$ cat config.mk
export PLATFORM = sky130hd
export DESIGN_NAME = kodd_hazard_mc_flat
export DESIGN_NICKNAME = d
export VERILOG_FILES = /design/src/rtl/kodd_hazard_mc_if.sv /design/src/rtl/kodd_hazard_mc.sv /design/src/flat_wrapper.sv
export SDC_FILE = /design/constraint.sdc
export NUM_CORES = 1
export LEC_CHECK = 0
export BUFFER_PORTS_ARGS = -buffer_cell sky130_fd_sc_hd__buf_4
export CAP_MARGIN = 40
export CORE_MARGIN = 2
export CORE_UTILIZATION = 55
export DETAILED_ROUTE_END_ITERATION = 7
export PLACE_DENSITY_LB_ADDON = 0.05
export SYNTH_ARGS = -nofsm -noshare
export SYNTH_HDL_FRONTEND = slang
export SYNTH_SLANG_ARGS = --single-unit
$ cat constraint.sdc
create_clock -name clk -period 4.9 [get_ports clk]
set_input_delay 0.735 -clock clk [delete_from_list [all_inputs] [get_ports clk]]
set_output_delay 0.735 -clock clk [all_outputs]
set_load 0.1 [all_outputs]
$ cat src/rtl/kodd_hazard_mc_if.sv
// rtl/kodd_hazard_mc_if.sv - stage compare/control bundle between the kodd core and its hazard unit
interface kodd_hazard_mc_if #(
    parameter int NREAD = 2,
    parameter int REGW  = 4,
    parameter int CNTW  = 32
);
    logic [NREAD*REGW-1:0] RA_D;
    logic [NREAD*REGW-1:0] RA_E;
    logic [REGW-1:0]       WA_E;
    logic [REGW-1:0]       WA_M;
    logic [REGW-1:0]       WA_W;
    logic                  RegWriteM;
    logic                  RegWriteW;
    logic                  MemtoRegE;
    logic                  BranchTakenE;
    logic                  PCWrPendingF;
    logic                  PCSrcW;
    logic                  MulStartE;
    logic                  CntClr;

    logic [2*NREAD-1:0]    ForwardE;
    logic                  StallF;
    logic                  StallD;
    logic                  StallE;
    logic                  FlushD;
    logic                  FlushE;
    logic                  FlushM;
    logic                  MulBusy;
    logic [CNTW-1:0]       StallCnt;
    logic [CNTW-1:0]       FlushCnt;

    // master is the core side driving compares/control; slave is the hazard unit
    modport master (
        output RA_D, RA_E, WA_E, WA_M, WA_W, RegWriteM, RegWriteW, MemtoRegE,
               BranchTakenE, PCWrPendingF, PCSrcW, MulStartE, CntClr,
        input  ForwardE, StallF, StallD, StallE, FlushD, FlushE, FlushM,
               MulBusy, StallCnt, FlushCnt
    );
    modport slave (
        input  RA_D, RA_E, WA_E, WA_M, WA_W, RegWriteM, RegWriteW, MemtoRegE,
               BranchTakenE, PCWrPendingF, PCSrcW, MulStartE, CntClr,
        output ForwardE, StallF, StallD, StallE, FlushD, FlushE, FlushM,
               MulBusy, StallCnt, FlushCnt
    );
endinterface

$ cat src/rtl/kodd_hazard_mc.sv
// rtl/kodd_hazard_mc.sv - NREAD-port hazard/forwarding unit with multi-cycle Execute sequencer and perf counters
module kodd_hazard_mc #(
    parameter int NREAD   = 2,
    parameter int REGW    = 4,
    parameter int MUL_LAT = 3,
    parameter int CNTW    = 32
) (
    input  logic               clk,
    input  logic               reset,
    kodd_hazard_mc_if.slave    hz
);
    typedef enum logic {IDLE, BUSY} state_t;

    localparam int              CW        = $clog2(MUL_LAT) + 1;
    localparam bit              MULTI     = (MUL_LAT > 1);
    localparam logic [CW-1:0]   CNT_START = CW'((MUL_LAT > 1) ? MUL_LAT - 2 : 0);
    localparam logic [REGW-1:0] PC_IDX    = '1;

    state_t             state_q, state_d;
    logic [CW-1:0]      cnt_q, cnt_d;
    logic               mul_stall;
    logic               ld_stall;
    logic [2*NREAD-1:0] fwd;
    logic [REGW-1:0]    ra_e;
    logic [CNTW-1:0]    stall_cnt_q, flush_cnt_q;

    always_ff @(posedge clk) begin
        if (reset) begin
            state_q <= IDLE;
            cnt_q   <= '0;
        end else begin
            state_q <= state_d;
            cnt_q   <= cnt_d;
        end
    end

    // MulStall covers the first MUL_LAT-1 Execute cycles; the last one releases the pipe
    always_comb begin
        state_d   = state_q;
        cnt_d     = cnt_q;
        mul_stall = 1'b0;
        case (state_q)
            IDLE: begin
                if (MULTI && hz.MulStartE) begin
                    mul_stall = 1'b1;
                    cnt_d     = CNT_START;
                    state_d   = BUSY;
                end
            end
            BUSY: begin
                if (cnt_q != '0) begin
                    mul_stall = 1'b1;
                    cnt_d     = cnt_q - CW'(1);
                end else begin
                    state_d   = IDLE;
                end
            end
            default: state_d = IDLE;
        endcase
    end

    always_comb begin
        fwd  = '0;
        ra_e = '0;
        for (int i = 0; i < NREAD; i++) begin
            ra_e = hz.RA_E[i*REGW +: REGW];
            if (ra_e != PC_IDX) begin
                if (hz.RegWriteM && (hz.WA_M == ra_e))
                    fwd[2*i +: 2] = 2'b10;
                else if (hz.RegWriteW && (hz.WA_W == ra_e))
                    fwd[2*i +: 2] = 2'b01;
            end
        end
    end

    always_comb begin
        ld_stall = 1'b0;
        for (int i = 0; i < NREAD; i++) begin
            if (hz.WA_E == hz.RA_D[i*REGW +: REGW])
                ld_stall = hz.MemtoRegE;
        end
        if (!hz.MemtoRegE)
            ld_stall = 1'b0;
    end

    always_ff @(posedge clk) begin
        if (reset || hz.CntClr) begin
            stall_cnt_q <= '0;
            flush_cnt_q <= '0;
        end else begin
            if ((ld_stall || mul_stall) && (stall_cnt_q != '1))
                stall_cnt_q <= stall_cnt_q + CNTW'(1);
            if (hz.BranchTakenE && (flush_cnt_q != '1))
                flush_cnt_q <= flush_cnt_q + CNTW'(1);
        end
    end

    // a D register held by the sequencer must never be cleared underneath it
    assign hz.ForwardE = fwd;
    assign hz.StallF   = ld_stall | hz.PCWrPendingF | mul_stall;
    assign hz.StallD   = ld_stall | mul_stall;
    assign hz.StallE   = mul_stall;
    assign hz.FlushM   = mul_stall;
    assign hz.FlushE   = (ld_stall | hz.BranchTakenE) & ~mul_stall;
    assign hz.FlushD   = (hz.PCWrPendingF | hz.PCSrcW | hz.BranchTakenE) & ~mul_stall;
    assign hz.MulBusy  = (state_q == BUSY);
    assign hz.StallCnt = stall_cnt_q;
    assign hz.FlushCnt = flush_cnt_q;
endmodule

$ cat src/flat_wrapper.sv
// flat-port wrapper written by rule: the top's interface ports become plain ports
module kodd_hazard_mc_flat 
#(
    parameter int NREAD   = 2,
    parameter int REGW    = 4,
    parameter int MUL_LAT = 3,
    parameter int CNTW    = 32
)
  (clk, reset, hz_RA_D, hz_RA_E, hz_WA_E, hz_WA_M, hz_WA_W, hz_RegWriteM, hz_RegWriteW, hz_MemtoRegE, hz_BranchTakenE, hz_PCWrPendingF, hz_PCSrcW, hz_MulStartE, hz_CntClr, hz_ForwardE, hz_StallF, hz_StallD, hz_StallE, hz_FlushD, hz_FlushE, hz_FlushM, hz_MulBusy, hz_StallCnt, hz_FlushCnt);
  kodd_hazard_mc_if #(.NREAD(NREAD), .REGW(REGW), .CNTW(CNTW)) hz_i ();
  input  logic clk;
  input  logic reset;
  input wire logic [$bits(hz_i.RA_D)-1:0] hz_RA_D;
  input wire logic [$bits(hz_i.RA_E)-1:0] hz_RA_E;
  input wire logic [$bits(hz_i.WA_E)-1:0] hz_WA_E;
  input wire logic [$bits(hz_i.WA_M)-1:0] hz_WA_M;
  input wire logic [$bits(hz_i.WA_W)-1:0] hz_WA_W;
  input wire logic [$bits(hz_i.RegWriteM)-1:0] hz_RegWriteM;
  input wire logic [$bits(hz_i.RegWriteW)-1:0] hz_RegWriteW;
  input wire logic [$bits(hz_i.MemtoRegE)-1:0] hz_MemtoRegE;
  input wire logic [$bits(hz_i.BranchTakenE)-1:0] hz_BranchTakenE;
  input wire logic [$bits(hz_i.PCWrPendingF)-1:0] hz_PCWrPendingF;
  input wire logic [$bits(hz_i.PCSrcW)-1:0] hz_PCSrcW;
  input wire logic [$bits(hz_i.MulStartE)-1:0] hz_MulStartE;
  input wire logic [$bits(hz_i.CntClr)-1:0] hz_CntClr;
  output wire logic [$bits(hz_i.ForwardE)-1:0] hz_ForwardE;
  output wire logic [$bits(hz_i.StallF)-1:0] hz_StallF;
  output wire logic [$bits(hz_i.StallD)-1:0] hz_StallD;
  output wire logic [$bits(hz_i.StallE)-1:0] hz_StallE;
  output wire logic [$bits(hz_i.FlushD)-1:0] hz_FlushD;
  output wire logic [$bits(hz_i.FlushE)-1:0] hz_FlushE;
  output wire logic [$bits(hz_i.FlushM)-1:0] hz_FlushM;
  output wire logic [$bits(hz_i.MulBusy)-1:0] hz_MulBusy;
  output wire logic [$bits(hz_i.StallCnt)-1:0] hz_StallCnt;
  output wire logic [$bits(hz_i.FlushCnt)-1:0] hz_FlushCnt;
  assign hz_i.RA_D = hz_RA_D;
  assign hz_i.RA_E = hz_RA_E;
  assign hz_i.WA_E = hz_WA_E;
  assign hz_i.WA_M = hz_WA_M;
  assign hz_i.WA_W = hz_WA_W;
  assign hz_i.RegWriteM = hz_RegWriteM;
  assign hz_i.RegWriteW = hz_RegWriteW;
  assign hz_i.MemtoRegE = hz_MemtoRegE;
  assign hz_i.BranchTakenE = hz_BranchTakenE;
  assign hz_i.PCWrPendingF = hz_PCWrPendingF;
  assign hz_i.PCSrcW = hz_PCSrcW;
  assign hz_i.MulStartE = hz_MulStartE;
  assign hz_i.CntClr = hz_CntClr;
  assign hz_ForwardE = hz_i.ForwardE;
  assign hz_StallF = hz_i.StallF;
  assign hz_StallD = hz_i.StallD;
  assign hz_StallE = hz_i.StallE;
  assign hz_FlushD = hz_i.FlushD;
  assign hz_FlushE = hz_i.FlushE;
  assign hz_FlushM = hz_i.FlushM;
  assign hz_MulBusy = hz_i.MulBusy;
  assign hz_StallCnt = hz_i.StallCnt;
  assign hz_FlushCnt = hz_i.FlushCnt;
  kodd_hazard_mc #(.NREAD(NREAD), .REGW(REGW), .MUL_LAT(MUL_LAT), .CNTW(CNTW)) u_core (.clk(clk), .reset(reset), .hz(hz_i));
endmodule
* After elaboration in Yosys (flattened, before gate mapping)
Index checks and enable logic that the tools add are counted.
** Word-level totals
- Logic and storage cells :: 54
- Input bits :: 38
- Bits in registers :: 68
** Cells by class
- Reductions and logical operators :: 10
- Muxes and demuxes :: 15
- Bitwise gates (word level) :: 10
- Eq/ne operators :: 12
- $add $sub $neg :: 3
** Operators by type and width (number)
- 32-bit by 1-bit adder with 32-bit output (second input constant) :: 2
- 32-bit != test (second input constant) :: 2
- 4-bit equality test :: 6
- 2-bit two-way mux :: 4
- 4-bit != test (second input constant) :: 2
- 1-bit two-way mux :: 7
- 1-bit logical AND :: 6
- 3-bit two-way mux :: 2
- 1-bit OR :: 6
- 3-bit case mux with 2 select lines :: 1
- 2-bit != test (second input constant) :: 2
- 3-bit nonzero test :: 1
- 3-bit by 1-bit subtractor with 3-bit output (second input constant) :: 1
- 1-bit AND :: 2
- 1-bit logical OR :: 2
- 1-bit inverter :: 2
- 1-bit case mux with 2 select lines :: 1
- 2-bit AND reduction :: 1

* Longest topological paths before layout
- Depth in word-level cells :: 6
- Mapped depth :: 11
- Gate-level depth less buffers :: 10

* Worst setup path before layout
OpenSTA, ideal clock, no wires.
- Path type :: register to output
- Start point :: reg u_core.state_q, in the netlist u_core.hz.MulBusy
- End point :: out hz_FlushD
- Buffers on the path :: 1
- Stages on the path, launching flop included :: 6
- Required time :: 4.165 ns
- Arrival :: 3.598 ns
- Path slack :: 0.567 ns
- Path through :: dfxtp_1 nand2_1 o21ai_1 inv_1 clkbuf_1 nor2_1
** Between the ends
- Cells in the longest elaborated chain, start to end :: 4
** RTL lines
- start: declaration :: line kodd_hazard_mc.sv:19 : state_t state_q, state_d;
- start signal: assignment :: line kodd_hazard_mc.sv:32 : state_q <= state_d;
- 1-bit inverter :: line kodd_hazard_mc.sv:42 : case (state_q)
- 1-bit case mux with 2 select lines * :: line kodd_hazard_mc.sv:42
- net hz_FlushM :: line flat_wrapper.sv:32 : output wire logic [$bits(hz_i.FlushM)-1:0] hz_FlushM;
- 1-bit inverter * :: line kodd_hazard_mc.sv:105 : assign hz.FlushD = (hz.PCWrPendingF | hz.PCSrcW | hz.BranchTakenE) & ~mul_stall;
- 1-bit AND * :: line kodd_hazard_mc.sv:105
- end: declaration :: line flat_wrapper.sv:30 : output wire logic [$bits(hz_i.FlushD)-1:0] hz_FlushD;
Mark *: on every way through the listed nets, which the timed path passes. The rest lies on a longest branch.

* Worst setup path in the final report
- Start point :: reg u_core.cnt_q[0]
- End point :: out hz_StallF
** Between the ends
- Cells in the longest elaborated chain, start to end :: 4
** RTL lines
- start: declaration :: line kodd_hazard_mc.sv:20 : logic [CW-1:0] cnt_q, cnt_d;
- start signal: assignment :: line kodd_hazard_mc.sv:33 : cnt_q <= cnt_d;
- 3-bit nonzero test :: line kodd_hazard_mc.sv:51 : if (cnt_q != '0) begin
- 1-bit two-way mux :: line kodd_hazard_mc.sv:51
- 1-bit case mux with 2 select lines :: line kodd_hazard_mc.sv:42
- 1-bit OR :: line kodd_hazard_mc.sv:100 : assign hz.StallF = ld_stall | hz.PCWrPendingF | mul_stall;
- end: declaration :: line flat_wrapper.sv:27 : output wire logic [$bits(hz_i.StallF)-1:0] hz_StallF;
Every way passes these cells.

==> results.md <==
* Status: finished, final reports clean
* CTS Buf Count at 9
* Area share of the largest cell type after synthesis at 36.76%
* Setup TNS at 0 ns
* Pin count of the biggest net entering global routing at 41
* Number of port buffers at 112
* Final net count at 589
* Synth warn at 0
* Crit. End Element: output pin
* Most common cell after layout, fill and taps aside: buf_4
* Initial antenna violation count at 0
* Skew final at 0.01033 ns
* Gr usage total at 25.91%
* Vias in the first global route at 3445
* Post_cts resized at 0
* Power per Cell Area at 260.5 nW/um^2
* Worst hold-check path type: reg -> reg
* Drt wl/cell at 15.04 microns
* WP buf/inv at 3
* Syn_area_per_cell at 8.436 sq um
* Static Leak at 0.001890 uW
* Most used cell, CP: inv_1
* Hold depth at 2
* Final worst-path cycle share at 66.51%
* Worst-skew pair later-pin latency at 0.34 ns
* Yosys reg bits at 68
* Slew margin rel. at 41.04%
* CP startpoint: u_core.cnt_q[0]$_SDFFE_PP0P_
* Diodes inserted at 0
* Via-to-Cell Ratio at 5.931
* Starting Density at 57.67%
* Worst R2R Start: u_core.cnt_q[0]$_SDFFE_PP0P_
* Async SR Flop Fraction at 0%
* Post-synthesis cell area at 3704 sq um
* Final cell count without fillers at 627
* Sink Count at 68
* Clk pin slew, worst setup/hold paths at 0.07 ns
* Floorplan core area at 6422 sq um
* Synth unique cells at 50
* Layout cells sized above 1 at 25.27%
* Slew @ Worst Pin at 0.8764 ns
* Drt drc at 0
* First-pass GRT wire length at 15730 microns
* R2R cell count at 10
* Fin util at 74.58%
* CP max-delay cell: or3_1
* Largest stage delay, worst path at 0.43 ns
* Final HPWL DP at 6934 microns
* GPL Wtd Cong at 0.8776
* Count of pins over their slew limit at 0
* Io pins at 113
* Peak VDD IR at 0.0001748 V
* Number of synthesized flops with an enable pin at 0
* Die ar. at 7406 sq um
* Worst hold start: u_core.cnt_q[1]$_SDFFE_PP0P_
* Area grow syn2layout at 29.32%
* Syn_nets at 481
* Data arrival, critical path at 2.52 ns
* DR pass1 iterations at 6
* Die Width at 86.06 microns
* Kind of cell adding the most delay to the critical path: simple AND/OR/NAND/NOR gates
* Final setup viols at 0
* GRT overflow at 0
* CP Launch Type: register
* CTS tree: built
* CTS max path bufs at 2
* Clock Tree Root: clkbuf_8
* Crit path depth at 8
* # hold bufs at CTS at 0
* Post-CTS setup buffer count at 0
* Worst-path fanout max at 14
* Fin. Hold Viols at 0
* Required time worst endpoint at 4.16 ns
* Largest area contributor in the netlist: dfxtp_1
* Placed insts at 613
* Register area share after synthesis at 36.76%
* Worst setup path class: reg -> out
* Post-route minimum period at 3.259 ns
* DR vias at 3719
* Worst-path cell chain: inv_1, ha_1, nor2b_1, nand2_1, o21ai_1, inv_1, or3_1, buf_4
* Drt first-iter violations at 233
* Fmax at 306.8 MHz
* RSZ-0062 raised after global routing: false
* Mapped Cells at 439
* Most frequent cells in the layout: buf_4, dfxtp_1, nor2_1
* Worst hold slack at 0.5055 ns
* Die Height at 86.06 microns
* Num rows at 29
* Most common flop cell mapped by yosys: dfxtp_1
* Final wirelength at 9428 microns
* H-tree depth at 3
* Antenna Nets Post-Route at 0
* Max Cap Viol at 0
* Top cells by area, synth: dfxtp_1, xor2_1, nor2_1
## worst reg2reg max path, stage by stage (launching register included)
cell and delay [ns]:
dfxtp_1 0.30, inv_1 0.10, ha_1 0.17, nor2b_1 0.24, nand2_1 0.08, o21ai_1 0.26
inv_1 0.35, o21ai_1 0.66, buf_6 0.24, nor4_1 0.06, o21a_1 0.17
## state kept, by name, indices dropped and copies added, names as in the netlist
| signal | flops |
|---|---|
| u_core.cnt_q | 3 |
| u_core.hz.FlushCnt | 32 |
| u_core.hz.MulBusy | 1 |
| u_core.hz.StallCnt | 32 |
## per-stage QoR
step	worst slack (ns)	cell area [sq um]	power (uW)
final	1.641	4790	1248
after global routing	1.478	4790	1289
after CTS	1.641	4790	1253
after detailed placement	1.814	4586	768.6
after global placement	1.814	4554	759.7
after floorplan	0.5666	3704	710.2
## Yosys cell counts, drive strengths merged (10+ instances only)
cell type,instances
o21ai,17
or3,14
nand3,25
nor3,11
and3,12
xnor2,19
nand4,26
clkbuf,10
and4,11
dfxtp,68
nand2,31
nor2,56
xor2,43
a21oi,16
## logic make-up (layout without fill, tap and decap cells)
| kind of cell | count (synthesis) | in the layout | share of synthesized area (%) |
|---|---|---|---|
| xor+xnor | 62 | 62 | 14.66 |
| compound gates | 68 | 68 | 12.09 |
| mux | 4 | 4 | 1.081 |
| buf+inv | 23 | 134 | 2.939 |
| fa+ha+maj | 4 | 4 | 1.351 |
| simple gates | 210 | 210 | 31.11 |
| flops | 68 | 68 | 36.76 |
## final timing paths
check                                                          end  slack [ns]
worst min register to register        u_core.cnt_q[1]$_SDFFE_PP0P_        0.51
worst max-delay path                                     hz_StallF        1.64
worst max register to register  u_core.hz.StallCnt[9]$_SDFFE_PP0P_        2.17
worst min-delay path                  u_core.cnt_q[1]$_SDFFE_PP0P_        0.51
## where the power goes
part           internal, uW  switching (uW)  total, uW
Sequential              557            4.89        562
Clock                   282             209        491
Combinational          57.6             138        195
## area by class of cell
type                            instances  area, sq um
Clock buffer                           10        127.6
Clock inverter                          4        76.32
Fill cell                             482         1633
Inverter                                6        22.52
Multi-Input combinational cell        348         2233
Sequential cell                        68         1361
Tap cell                               77        96.34
Timing Repair Buffer                  114        872.1
## routing by layer
| layer | routed length (microns) | vias to the layer above | track usage [%] | share of wire (%) |
|---|---|---|---|---|
| li1 | - | 1822 | - | - |
| met1 | 3928 | 1745 | 31.21 | 42 |
| met2 | 4725 | 130 | 45.10 | 50 |
| met3 | 609 | 22 | 5.390 | 6.5 |
| met4 | 163 | 0 | 9.957 | 1.7 |
| met5 | 0 | - | 0 | 0 |
Note: power is estimated with default switching activity, not from simulation.
